--- src/rtl/key_event_pkg.sv ---
// Shared definitions for the key event generator: FSM state encoding and
// default timing parameters (clk cycles per ms, long-press and repeat times).
// Pure declarations, no logic; imported by every key_event_* file.
package key_event_pkg;

  // Key FSM state encoding
  typedef enum logic [1:0] {
    IDLE    = 2'd0,
    PRESSED = 2'd1,
    LONG    = 2'd2
  } key_state_e;

  // Default timing: 100 MHz clk -> 1 ms tick, 800 ms long press, 150 ms repeat
  localparam int DEF_CLK_DIV   = 100000;
  localparam int DEF_LONG_MS   = 800;
  localparam int DEF_REPEAT_MS = 150;

endpackage

--- src/rtl/key_event_if.sv ---
// Key event bundle: debounced key level in, one-cycle event strobes and held level out.
// Latency: none (wires only).
// Backpressure: none; strobes are fire-and-forget, the consumer must sample every cycle.
interface key_event_if;

  logic key_lvl;
  logic press_pulse;
  logic release_pulse;
  logic long_pulse;
  logic repeat_pulse;
  logic key_held;

  // Producer of the key level / consumer of events (e.g. a keypad scanner + UI logic)
  modport master (
    output key_lvl,
    input  press_pulse,
    input  release_pulse,
    input  long_pulse,
    input  repeat_pulse,
    input  key_held
  );

  // The event generator itself
  modport slave (
    input  key_lvl,
    output press_pulse,
    output release_pulse,
    output long_pulse,
    output repeat_pulse,
    output key_held
  );

endinterface

--- src/rtl/key_event_tick.sv ---
// Millisecond prescaler: counts 0..CLK_DIV-1 while run is high, ms_tick on the wrap cycle.
// Latency: first ms_tick CLK_DIV cycles after the restart edge.
// Backpressure: none; held at 0 while run is low so ticks never appear outside a hold.
module key_event_tick
  import key_event_pkg::*;
#(
  parameter int CLK_DIV = DEF_CLK_DIV
) (
  input  logic clk,
  input  logic clr,
  input  logic restart,
  input  logic run,
  output logic ms_tick
);

  localparam int CNT_W = (CLK_DIV > 1) ? $clog2(CLK_DIV) : 1;
  localparam logic [CNT_W-1:0] CNT_TOP = CNT_W'(CLK_DIV - 1);
  localparam logic [CNT_W-1:0] CNT_ONE = CNT_W'(1);

  logic [CNT_W-1:0] cnt_q, cnt_d;

  // Next count: clear on restart or when idle, wrap at CLK_DIV-1
  always_comb begin
    cnt_d = cnt_q;
    if (restart || !run) begin
      cnt_d = '0;
    end else if (cnt_q == CNT_TOP) begin
      cnt_d = '0;
    end else begin
      cnt_d = cnt_q + CNT_ONE;
    end
  end

  // Prescaler register
  always_ff @(posedge clk) begin
    if (clr) begin
      cnt_q <= '0;
    end else begin
      cnt_q <= cnt_d;
    end
  end

  assign ms_tick = run && (cnt_q == CNT_TOP);

endmodule

--- src/rtl/key_event_gen.sv ---
// Key event generator: press / release / long-press / auto-repeat strobes from a key level.
// Latency: press_pulse 3 edges after key_lvl is first sampled high; long_pulse LONG_MS*CLK_DIV after that.
// Backpressure: none; all outputs registered one-cycle strobes. Auto-repeat built only with KEY_EVENT_REPEAT_EN.
module key_event_gen
  import key_event_pkg::*;
#(
  parameter int CLK_DIV   = DEF_CLK_DIV,
  parameter int LONG_MS   = DEF_LONG_MS,
  parameter int REPEAT_MS = DEF_REPEAT_MS
) (
  input  logic        clk,
  input  logic        clr,
  key_event_if.slave  bus
);

  localparam int HOLD_W = $clog2(LONG_MS + 1);
  localparam logic [HOLD_W-1:0] HOLD_LAST = HOLD_W'(LONG_MS - 1);
  localparam logic [HOLD_W-1:0] HOLD_MAX  = HOLD_W'(LONG_MS);
  localparam logic [HOLD_W-1:0] HOLD_ONE  = HOLD_W'(1);

  // Two-flop synchronizer; key_lvl may come from another clock domain
  logic [1:0] sync_q, sync_d;
  logic       key_sync;

  // FSM state, hold counter and registered outputs
  key_state_e        state_q, state_d;
  logic [HOLD_W-1:0] hold_q, hold_d;
  logic              press_q, press_d;
  logic              release_q, release_d;
  logic              long_q, long_d;
  logic              held_q, held_d;

`ifdef KEY_EVENT_REPEAT_EN
  localparam int REP_W = $clog2(REPEAT_MS + 1);
  localparam logic [REP_W-1:0] REP_LAST = REP_W'(REPEAT_MS - 1);
  localparam logic [REP_W-1:0] REP_ONE  = REP_W'(1);

  logic [REP_W-1:0] rep_q, rep_d;
  logic             repeat_q, repeat_d;
`endif

  logic restart;
  logic run;
  logic ms_tick;

  assign key_sync = sync_q[1];
  assign restart  = (state_q == IDLE) && key_sync;
  assign run      = (state_q != IDLE);

  key_event_tick #(
    .CLK_DIV (CLK_DIV)
  ) u_tick (
    .clk     (clk),
    .clr     (clr),
    .restart (restart),
    .run     (run),
    .ms_tick (ms_tick)
  );

  // Shift the raw key level into the synchronizer
  always_comb begin
    sync_d = {sync_q[0], bus.key_lvl};
  end

  // Synchronizer flops
  always_ff @(posedge clk) begin
    if (clr) begin
      sync_q <= '0;
    end else begin
      sync_q <= sync_d;
    end
  end

  // Next-state and strobe decode; release takes priority over any ms threshold
  always_comb begin
    state_d   = state_q;
    hold_d    = hold_q;
    press_d   = 1'b0;
    release_d = 1'b0;
    long_d    = 1'b0;
    held_d    = held_q;
`ifdef KEY_EVENT_REPEAT_EN
    rep_d     = rep_q;
    repeat_d  = 1'b0;
`endif
    case (state_q)
      IDLE: begin
        if (key_sync) begin
          state_d = PRESSED;
          hold_d  = '0;
          press_d = 1'b1;
          held_d  = 1'b1;
        end
      end
      PRESSED: begin
        if (!key_sync) begin
          state_d   = IDLE;
          release_d = 1'b1;
          held_d    = 1'b0;
        end else if (ms_tick) begin
          if (hold_q == HOLD_LAST) begin
            // Hold counter parks at LONG_MS once the long press fires
            state_d = LONG;
            hold_d  = HOLD_MAX;
            long_d  = 1'b1;
`ifdef KEY_EVENT_REPEAT_EN
            rep_d   = '0;
`endif
          end else begin
            hold_d = hold_q + HOLD_ONE;
          end
        end
      end
      LONG: begin
        if (!key_sync) begin
          state_d   = IDLE;
          release_d = 1'b1;
          held_d    = 1'b0;
        end
`ifdef KEY_EVENT_REPEAT_EN
        else if (ms_tick) begin
          if (rep_q == REP_LAST) begin
            rep_d    = '0;
            repeat_d = 1'b1;
          end else begin
            rep_d = rep_q + REP_ONE;
          end
        end
`endif
      end
      default: begin
        state_d = IDLE;
        held_d  = 1'b0;
      end
    endcase
  end

  // FSM state, counters and registered outputs
  always_ff @(posedge clk) begin
    if (clr) begin
      state_q   <= IDLE;
      hold_q    <= '0;
      press_q   <= 1'b0;
      release_q <= 1'b0;
      long_q    <= 1'b0;
      held_q    <= 1'b0;
`ifdef KEY_EVENT_REPEAT_EN
      rep_q     <= '0;
      repeat_q  <= 1'b0;
`endif
    end else begin
      state_q   <= state_d;
      hold_q    <= hold_d;
      press_q   <= press_d;
      release_q <= release_d;
      long_q    <= long_d;
      held_q    <= held_d;
`ifdef KEY_EVENT_REPEAT_EN
      rep_q     <= rep_d;
      repeat_q  <= repeat_d;
`endif
    end
  end

  assign bus.press_pulse   = press_q;
  assign bus.release_pulse = release_q;
  assign bus.long_pulse    = long_q;
  assign bus.key_held      = held_q;
`ifdef KEY_EVENT_REPEAT_EN
  assign bus.repeat_pulse  = repeat_q;
`else
  assign bus.repeat_pulse  = 1'b0;
`endif

endmodule

--- src/flat_wrapper.sv ---
// flat-port wrapper written by rule: the top's interface ports become plain ports
module key_event_gen_flat import key_event_pkg::*;
#(
  parameter int CLK_DIV   = DEF_CLK_DIV,
  parameter int LONG_MS   = DEF_LONG_MS,
  parameter int REPEAT_MS = DEF_REPEAT_MS
)
  (clk, clr, bus_key_lvl, bus_press_pulse, bus_release_pulse, bus_long_pulse, bus_repeat_pulse, bus_key_held);
  key_event_if bus_i ();
  input  logic clk;
  input  logic clr;
  input wire logic [$bits(bus_i.key_lvl)-1:0] bus_key_lvl;
  output wire logic [$bits(bus_i.press_pulse)-1:0] bus_press_pulse;
  output wire logic [$bits(bus_i.release_pulse)-1:0] bus_release_pulse;
  output wire logic [$bits(bus_i.long_pulse)-1:0] bus_long_pulse;
  output wire logic [$bits(bus_i.repeat_pulse)-1:0] bus_repeat_pulse;
  output wire logic [$bits(bus_i.key_held)-1:0] bus_key_held;
  assign bus_i.key_lvl = bus_key_lvl;
  assign bus_press_pulse = bus_i.press_pulse;
  assign bus_release_pulse = bus_i.release_pulse;
  assign bus_long_pulse = bus_i.long_pulse;
  assign bus_repeat_pulse = bus_i.repeat_pulse;
  assign bus_key_held = bus_i.key_held;
  key_event_gen #(.CLK_DIV(CLK_DIV), .LONG_MS(LONG_MS), .REPEAT_MS(REPEAT_MS)) u_core (.clk(clk), .clr(clr), .bus(bus_i));
endmodule
--- config.mk ---
export PLATFORM = sky130hd
export DESIGN_NAME = key_event_gen_flat
export DESIGN_NICKNAME = d
export VERILOG_FILES = /design/src/rtl/key_event_pkg.sv /design/src/rtl/key_event_if.sv /design/src/rtl/key_event_tick.sv /design/src/rtl/key_event_gen.sv /design/src/flat_wrapper.sv
export SDC_FILE = /design/constraint.sdc
export NUM_CORES = 1
export LEC_CHECK = 0
export CAP_MARGIN = 0
export CORE_UTILIZATION = 51
export CTS_CLUSTER_DIAMETER = 60
export DETAILED_ROUTE_END_ITERATION = 10
export PLACE_DENSITY = 0.81
export SLEW_MARGIN = 20
export SYNTH_ARGS = -nofsm -noshare
export SYNTH_HDL_FRONTEND = slang
export SYNTH_SLANG_ARGS = --single-unit
--- constraint.sdc ---
create_clock -name clk -period 2.5 [get_ports clk]
set_input_delay 0.5 -clock clk [delete_from_list [all_inputs] [get_ports clk]]
set_output_delay 0.5 -clock clk [all_outputs]
set_load 0.01 [all_outputs]
==> impl.org <==
** Status
- Result of the run :: finished clean

** Detailed routing
- Detailed routing inserted a total of 1436 vias.
- In the routed layout, each cell is associated on average with a via count of 5.81.
- After detailed routing, the total wire length is 3.34 mm.
- After detailed routing, the number of remaining DRC violations is 0.
- After detailed routing, the average wire length per cell comes to 13.5 um.
- First-pass DRT Iterations :: 4
- Once detail routing completed, the nets flagged for antenna violations numbered 0.
- Violation count after the first detailed-routing iteration :: 73

** Layout
- Final layout net count :: 210
- Signed area change from the synthesized netlist to the final layout :: 8.46%
- The repair_antennas step left the layout with diodes totalling 0.
- Ratio of cells with drive above 1 in the final layout :: 10.3%

** GRT
- The number of antenna violations at the first check in global routing is 0.
- Summed over all layers, the global routing overflow is 0.
- Wire length of the first global-routing pass :: 5.73 mm
- Pin count of the biggest net entering global routing :: 17
- Global-route usage over all layers :: 21.3%
- Via count of the first global-routing pass :: 1323

** STA
- Between clock sinks in the finished design, the worst skew comes to 0.0143 ns.
- Post-layout min period :: 2.11 ns
- Setup tns final :: 0 ns
- Final cycle utilization of the critical path :: 84.3%
- Achievable frequency :: 474 MHz
- The worst pin sits at a relative slew slack of 63.2%.
- Setup slack on the critical path of the routed design comes to 0.392 ns.
- Across all hold checks on the routed design, the worst slack comes to 0.460 ns.
- Max Slew Vio Count :: 0
- Hold violation total from the final report :: 0
- Final Setup Violations :: 0
- Setup repair after global routing missed its margin :: false
- At the pin with the least slew margin, the transition time is 0.547 ns.

** Floorplanning
- Core ar. :: 3130 um2
- Site Rows :: 20
- Measured along the x axis, the die boundary spans 60.0 um.
- Die Footprint :: 3600 um2
- For this configuration, the core starts out at a cell density of 54.9%.
- Die height :: 60.0 um
- During I/O placement, the number of pins put on the boundary was 8.

** Power
- In this run, the combinational gates consume 8.9% of the power.
- In this run, flip-flops and latches consume 60.6% of the power.
- Cell internal power was estimated by the tool at 0.708 mW.
- Cell Pwr Density :: 507 nW/um2
- Relative contribution of the clock network to total power :: 30.5%
- In this run the power spent charging and discharging nets is 0.236 mW.
- Maximum VDD drop :: 0.327 mV
- Switching part of the total power :: 25.0%
- The completed layout was analyzed and its total power is 0.944 mW.
- Cell leakage power :: 0.609 nW

** Place
- Port Buf Inserts :: 6
- Once detailed placement completed, the half-perimeter wirelength came to 2.46 mm.
- Post-Place Worst Slack :: 0.431 ns
- Routability Congestion :: 0.929

** Worst setup path
- Among cell families on the critical path, the largest total delay comes from simple AND/OR/NAND/NOR gates.
- Category of the worst setup path capture point :: flop
- Crit start category :: flop
- The critical path is of the reg2reg type.
- Required arrival time at the worst endpoint :: 2.70 ns
- Worst stage delay on the critical path :: 0.42 ns
- Crit path max fanout :: 11
- Setup slack, reg-to-reg :: 0.39 ns
- On the critical path, the stage with the largest delay is an instance of ha_1.
- Chain of cells forming the critical path :: inv_1 -> ha_1 -> nand2_1 -> nor2_1 -> nor2_1 -> o311ai_0 -> o41ai_1
- By instance count, the cell type seen most on the critical path is nor2_1.
- Arrival @ worst endpoint :: 2.31 ns
- Counting both buffers and inverters, the worst setup path holds a total of 1.

** Synthesis
- Syn_nets :: 202
- Summed over its instances, the top area cell type makes up 40.8% of the synthesized netlist area.
- Top area cells in the synthesized netlist :: dfxtp_1 41%, nor2_1 6.8%, nand3_1 4.1%
- Synth Flop Type :: dfxtp_1
- After synthesis, the mean cell area works out to 8.85 um2.
- Register area share after synthesis :: 40.8%
- Largest area contributor in the netlist :: dfxtp_1
- Counting flops and latches in the post-synthesis netlist gives 35.
- Synthesis handed over a netlist of 194 instances.
- Post-synth EDFFs :: 0
- Post-synthesis cell area :: 1720 um2
- Distinct cell type count of the synthesized netlist :: 46
- Count of synthesis-stage warnings from yosys :: 0
- Share of flip-flops with an asynchronous set or reset :: 0%

** Clock tree
- The tree is rooted in a clkbuf_4.
- Clock slew seen by the registers of the worst setup and hold paths :: 0.11 ns
- Buffers inserted during clock tree synthesis total 5.
- Clk Latency, worst-skew pair :: 0.34 ns
- The longest clock path from root to sink contains 2 buffers.
- TritonCTS built the clock tree.
- CTS H-tree depth :: 2
- Post-CTS repair changed the size of 0 cells.
- Number of buffers inserted to repair setup after CTS :: 0
- CTS Sinks :: 35
- Hold repair after CTS inserted 0 buffers.

** Hold path
- The worst hold path belongs to the class reg2reg.

** Job
- The tool flagged a number of max-cap violations equal to 0.
final timing paths:
check / startpoint / to / cells after the start
max: u_core.state_q[0] / u_core.hold_q[4] / 7
min: u_core.sync_q[0] / u_core.sync_q[1] / 1
max reg2reg: u_core.state_q[0] / u_core.hold_q[4] / 7
min reg2reg: u_core.sync_q[0] / u_core.sync_q[1] / 1
placed cells by master, fill, tap and decap left out, types with 2 or more instances in the layout:
cell type,instances
nor3_1,4
nor2b_1,2
mux2i_1,2
xor2_1,8
o21ai_0,4
nor4b_1,2
nor3b_1,2
inv_1,7
o31ai_1,3
nand3_1,14
a21oi_1,4
ha_1,5
and3_1,4
nand4_1,5
clkbuf_4,5
and4b_1,2
nor4_1,2
xnor2_1,8
nand2_1,11
or3_1,3
a31o_2,4
a31oi_1,3
and2_1,2
and4_1,2
clkbuf_1,2
dfxtp_1,35
buf_4,3
clkdlybuf4s50_1,6
nor2_1,31
cells by family (layout without fill, tap and decap cells):
family,count (synthesis),in the layout,synth area share (%)
simple gates,93,93,30.2
flops,35,35,40.8
compound gates,26,26,11.2
xor+xnor,16,16,8.16
buf+inv,15,24,4.01
fa+ha+maj,5,5,3.64
mux,3,3,1.82
other cells,1,1,0.218
synthesized netlist by cell type (2+ instances only):
library cell / count
or3_1: 3
ha_1: 5
nor2_1: 31
nor3b_1: 2
and3_1: 4
nand2_1: 11
inv_1: 7
and4_1: 2
nor2b_1: 2
nor4b_1: 2
nand4_1: 5
nor3_1: 4
mux2i_1: 2
nand3_1: 14
a31o_2: 4
a31oi_1: 3
clkbuf_1: 5
and2_1: 2
xnor2_1: 8
o21ai_0: 4
and4b_1: 2
dfxtp_1: 35
o31ai_1: 3
nor4_1: 2
xor2_1: 8
a21oi_1: 4
registers in the layout, summed over array words and instances (netlist names):
name                      flops
u_core.bus.release_pulse      1
u_core.sync_q                 2
u_core.bus.key_held           1
u_core.hold_q                10
u_core.u_tick.cnt_q          17
u_core.bus.long_pulse         1
u_core.bus.press_pulse        1
u_core.state_q                2
power groups by stage:
stage	registers (mW)	logic [mW]	clock network (mW)
finish	0.572	0.0842	0.288
global route	0.574	0.0943	0.323
CTS	0.572	0.0839	0.296
detailed placement	0.585	0.0837	0
global placement	0.584	0.0798	0
floorplan	0.585	0.0621	0
stage by stage:
step	std cells	utilization, %	instance area [um2]
floorplan	194	-	1720
finish	247	59.5	1860
detailed placement	239	57.9	1810
global route	247	59.5	1860
CTS	247	59.5	1860
global placement	239	57.9	1810
metal layers:
metal | wire length, um | share of wire, % | GRT usage (%) | vias to the layer above
li1 | - | - | - | 708
met1 | 1550 | 46 | 26.7 | 685
met2 | 1610 | 48 | 34.9 | 36
met3 | 142 | 4.2 | 6.06 | 7
met4 | 42 | 1.3 | 7.31 | 0
met5 | 0 | 0 | 0 | -
area by class of cell:
type                            instances  area, um2
Tap cell                               44       55.1
Inverter                                7       26.3
Clock inverter                          1       5.00
Fill cell                             270       1270
Sequential cell                        35        701
Clock buffer                            7       45.0
Multi-Input combinational cell        144        947
Timing Repair Buffer                    9       82.6
(Power assumes the default switching activity.)
==> edit 1, RTL diff (same flow settings) <==
Build with the macro `KEY_EVENT_REPEAT_EN` defined.
--- a/src/rtl/key_event_gen.sv
+++ b/src/rtl/key_event_gen.sv
@@ -1,6 +1,8 @@
 // Key event generator: press / release / long-press / auto-repeat strobes from a key level.
 // Latency: press_pulse 3 edges after key_lvl is first sampled high; long_pulse LONG_MS*CLK_DIV after that.
 // Backpressure: none; all outputs registered one-cycle strobes. Auto-repeat built only with KEY_EVENT_REPEAT_EN.
+`define KEY_EVENT_REPEAT_EN
+
 module key_event_gen
   import key_event_pkg::*;
 #(
Check against the original RTL: no difference found for any inputs over 10 cycles, from zero or initial values; that may be too few to reach the edited logic, so the function may still have changed.
==> edit 1 against the original RTL <==
Sequential cell count up 9. First-iteration DRC count up 67%. Power up 40%. Largest cell class unchanged. Routed wire length up 41%. Setup slack worse by 0.086 ns. Design area up 33%. Final cell count up 31%. Die area up 29%. Sequential power up 24%. Clock skew down 0.0085 ns. Synthesized area up 30%.
==> edit 1: results (changes against the original RTL) <==
run_status:
  status: "complete, no violations"  # unchanged
layout:
  reg_top3: "u_core.u_tick.cnt_q: 17 flops, u_core.hold_q: 10 flops, u_core.rep_q: 8 flops"  # was u_core.u_tick.cnt_q: 17 flops, u_core.hold_q: 10 flops
  drive_gt1_share_pct: 7.66  # was 10.3%
  nets: 284  # was 210
logic_synthesis:
  ys_top_cells_by_area: "dfxtp_1 40%, nor2_1 5.1%, ha_1 4.5%"  # was dfxtp_1 41%, nor2_1 6.8%, nand3_1 4.1%
  synthTopCellsByCount: "44 x dfxtp_1, 30 x nor2_1, 18 x a21oi_1, 17 x o21ai_0, 14 x nand2_1"  # was 35 x dfxtp_1, 31 x nor2_1, 14 x nand3_1, 11 x nand2_1
  syn_nets: 272  # was 202
  yosysUniqueCellTypes: 44  # was 46
place:
  io_buffer_count: 7  # was 6
  place_area_mm2: 0.00238  # was 0.00181 mm2
  post-place-ws_ns: 0.349  # was 0.431 ns
  place_congestion: 0.851  # was 0.929
  dp_hpwl_um: 3260  # was 2460 um
route:
  wl_um: 4730  # was 3340 um
  vias: 1963  # was 1436
  drt_iter0_markers: 122  # was 73
sta:
  clock_skew_ns: 0.00584  # was 0.0143 ns
  clock.fmax_mhz: 456  # was 474 MHz
  tightest_slew_ns: 0.745  # was 0.547 ns
worst_setup_path:
  worstPathArrival_ns: 2.41  # was 2.31 ns
  rrSetupSlack_ns: 0.31  # was 0.39 ns
  crit_fanout: 9  # was 11
  startpoint: "u_core.u_tick.cnt_q[0]$_SDFF_PP0_"  # was u_core.state_q[0]$_SDFFE_PP0P_
  r2r_end: "u_core.state_q[1]$_SDFFE_PP0P_"  # was u_core.hold_q[4]$_SDFFE_PP0P_
  cp_slowest_cell: "nor4_1"  # was ha_1
  r2r-start: "u_core.u_tick.cnt_q[0]$_SDFF_PP0_"  # was u_core.state_q[0]$_SDFFE_PP0P_
clocking:
  clockRootBuffer: "clkbuf_8"  # was clkbuf_4
  clk-insertion-delay-late_ns: 0.30  # was 0.34 ns
  cts_max_level: 2  # unchanged
  cts.clk_slew.worst_paths_ns: 0.08  # was 0.11 ns
global_route:
  antenna_found_initial: 0  # unchanged
  grt_max_degree: 14  # was 17
  grt_use_total_pct: 23.2  # was 21.3%
  grt_pass1_wl_um: 8110  # was 5730 um
  grt_pass1_vias: 1792  # was 1323
min_path:
  hold_class: "reg2reg"  # unchanged
  hold_depth: 1  # unchanged
pwr:
  ir_worst_vdd_mv: 0.411  # was 0.327 mV
  switchingPower_mw: 0.340  # was 0.236 mW
  leakagePower_nw: 0.831  # was 0.609 nW
==> edit 1: cell count changes in the layout (fill, tap and decap cells not counted), sizes merged, moves of 4 or more <==
cell and change:
a21oi +14, and3 +5, dfxtp +9, nand2b +7
nand3 -4, nor3 +5, o21ai +13, or4 +5
==> edit 1: power groups by stage <==
stage / clock (mW) / sequential [mW] / combinational [mW]
3_5_place_dp: 0 / 0.729 / 0.133
4_1_cts: 0.484 / 0.713 / 0.134
3_3_place_gp: 0 / 0.728 / 0.130
6_report: 0.473 / 0.712 / 0.136
2_1_floorplan: 0 / 0.730 / 0.0935
5_1_grt: 0.508 / 0.713 / 0.149
==> edit 1: metrics by stage <==
stage / hold WS (ns) / std cells
final: 0.450 / 324
after global routing: 0.472 / 324
after CTS: 0.458 / 324
after detailed placement: 0.437 / 316
after global placement: 0.423 / 316
after floorplan: 0.414 / 261
==> edit 1: kinds of logic after synthesis <==
family | after synthesis | synth area share (%)
AO/OA/AOI/OAI | 57 | 15.9
XOR/XNOR | 15 | 5.89
buffers and inverters | 17 | 2.92
flip-flops | 44 | 39.5
AND/OR/NAND/NOR | 120 | 31.3
adder cells (fa/ha/maj) | 8 | 4.49
==> edit 1: per-layer routing <==
metal / track usage, % / vias to the layer above / wire [um]
met4: 9.38 / 0 / 74
met3: 5.17 / 8 / 210
met1: 29.3 / 926 / 2200
li1: - / 976 / -
met2: 38.0 / 53 / 2240
met5: 0 / - / 0
==> edit 1: layout make-up <==
| cell class | instances | area [um2] |
|---|---|---|
| Clock buffer | 7 | 86.3 |
| Clock inverter | 1 | 7.51 |
| Fill cell | 379 | 1620 |
| Inverter | 9 | 33.8 |
| Multi-Input combinational cell | 200 | 1280 |
| Sequential cell | 44 | 881 |
| Tap cell | 50 | 62.6 |
| Timing Repair Buffer | 13 | 115 |
==> edit 2, RTL diff (config.mk and constraints unchanged) <==
Made on the original files. Encoding of `key_state_e`: now one-hot (3 bits for 3 states).
--- a/src/rtl/key_event_pkg.sv
+++ b/src/rtl/key_event_pkg.sv
@@ -4,10 +4,10 @@
 package key_event_pkg;
 
   // Key FSM state encoding
-  typedef enum logic [1:0] {
-    IDLE    = 2'd0,
-    PRESSED = 2'd1,
-    LONG    = 2'd2
+  typedef enum logic [2:0] {
+    IDLE    = 3'b001,
+    PRESSED = 3'b010,
+    LONG    = 3'b100
   } key_state_e;
 
   // Default timing: 100 MHz clk -> 1 ms tick, 800 ms long press, 150 ms repeat
Function: same outputs for any inputs over 10 cycles, from zero or initial values; not proved beyond that.
==> edit 2 against the original RTL <==
Synthesized area increased by 3.9%. Routed wire length grew 2.9%. Global-route usage down 1.2 points. Design area rose by 3.0%. Sequential cell count grew 1. Setup slack gained 0.034 ns. Critical endpoint is now u_core.hold_q[9]$_SDFFE_PP0P_.
Power is not compared: it rests on default switching activity, and its combinational part moved more than twofold at a synthesized area within 25%.
==> edit 2: results (changes against the original RTL) <==
worst_setup_path:
  crit_fanout: 9  # was 11
  rrSetupSlack_ns: 0.43  # was 0.39 ns
  critPathCapture: "u_core.hold_q[9]$_SDFFE_PP0P_"  # was u_core.hold_q[4]$_SDFFE_PP0P_
  worstPathArrival_ns: 2.33  # was 2.31 ns
  startpoint: "u_core.u_tick.cnt_q[11]$_SDFF_PP0_"  # was u_core.state_q[0]$_SDFFE_PP0P_
  ff2ff_path_depth: 5  # was 7
layout:
  drive_gt1_share_pct: 7.98  # was 10.3%
  num-multi-input-gates: 157  # was 144
  reg_top3: "u_core.u_tick.cnt_q: 17 flops, u_core.hold_q: 10 flops, u_core.state_q: 3 flops"  # was u_core.u_tick.cnt_q: 17 flops, u_core.hold_q: 10 flops
  fillers: 303  # was 270
  clk_share_pct: 4.18  # was 2.69%
  seq_share_pct: 37.6  # about the same
  buffers: 7  # was 9
  inverters: 5  # was 7
  multi_input_area_share_pct: 50.7  # was 50.9%
  final_cells: 259  # was 247
  nets: 217  # was 210
  fin_area_mm2: 0.00192  # was 0.00186 mm2
  buf_share_pct: 3.52  # was 4.44%
sta:
  fin_crit_sh_pct: 82.9  # was 84.3%
  clock_skew_ns: 0.0156  # was 0.0143 ns
  worst_hold_slack_ns: 0.457  # was 0.460 ns
logic_synthesis:
  syn_nets: 213  # was 202
  yosysUniqueCellTypes: 47  # was 46
  ys_seq_area_share_pct: 40.4  # was 40.8%
  synthFlopType: "dfxtp_1"  # unchanged
  synthXorXnorAreaFrac_pct: 8.35  # was 8.16%
  synth_compound_area_share_pct: 11.4  # was 11.2%
  synth.mux.area_fraction_pct: 0.561  # was 1.82%
  ys_ff_latch: 36  # was 35
  synth_fa_ha_area_share_pct: 1.40  # was 3.64%
  syn_avg_cell_area_um2: 8.57  # was 8.85 um2
  ys_top_cells_by_area: "dfxtp_1 40%, nor2_1 5.9%, xor2_1 5.4%"  # was dfxtp_1 41%, nor2_1 6.8%, nand3_1 4.1%
  synthTopCellsByCount: "36 x dfxtp_1, 28 x nor2_1, 23 x nand2_1, 14 x nand3_1, 11 x xor2_1"  # was 35 x dfxtp_1, 31 x nor2_1, 14 x nand3_1, 11 x nand2_1
global_route:
  grt_max_degree: 17  # unchanged
  grt_use_total_pct: 20.1  # was 21.3%
  grt_pass1_vias: 1237  # was 1323
  grt_pass1_wl_um: 5610  # was 5730 um
pwr:
  pg_clk_mw: 0.412
  pg_comb_mw: 0.0292
run_status:
  status: "complete, no violations"  # unchanged
floorplan:
  rows: 21  # was 20
place:
  post-place-ws_ns: 0.420  # was 0.431 ns
  io_buffer_count: 6  # unchanged
  place_inst: 251  # was 239
  place_congestion: 0.855  # was 0.929
  dp_hpwl_um: 2380  # was 2460 um
  place_area_mm2: 0.00184  # was 0.00181 mm2
route:
  vias: 1483  # was 1436
  wl_um: 3440  # was 3340 um
==> edit 2: cell types whose count changed in the layout (fill, tap and decap cells not counted), moves of 3 or more <==
cell	change
a32oi_1	+3
xor2_1	+3
nor2_1	-3
a21oi_1	-3
ha_1	-3
nand2_1	+12
a31o_2	-3
nand4_1	+3
o21ai_0	+4
==> edit 2: logic make-up after synthesis <==
| group | count (synthesis) |
|---|---|
| mux | 1 |
| xor+xnor | 17 |
| flops | 36 |
| simple gates | 108 |
| buf+inv | 15 |
| compound gates | 28 |
| other cells | 1 |
| fa+ha+maj | 2 |
==> edit 2: layer usage <==
layer / GRT usage [%] / share of wire (%)
met3: 5.25 / 3.6
met5: 0 / 0
met1: 26.6 / 48
met2: 32.3 / 48
met4: 5.52 / 0.44
==> edit 2: critical path, cell delays in order (launching register included) <==
cell	delay, ns
dfxtp_1	0.35
or4_4	0.56
nor4b_4	0.31
and3_1	0.43
a21oi_1	0.09
a311oi_2	0.26
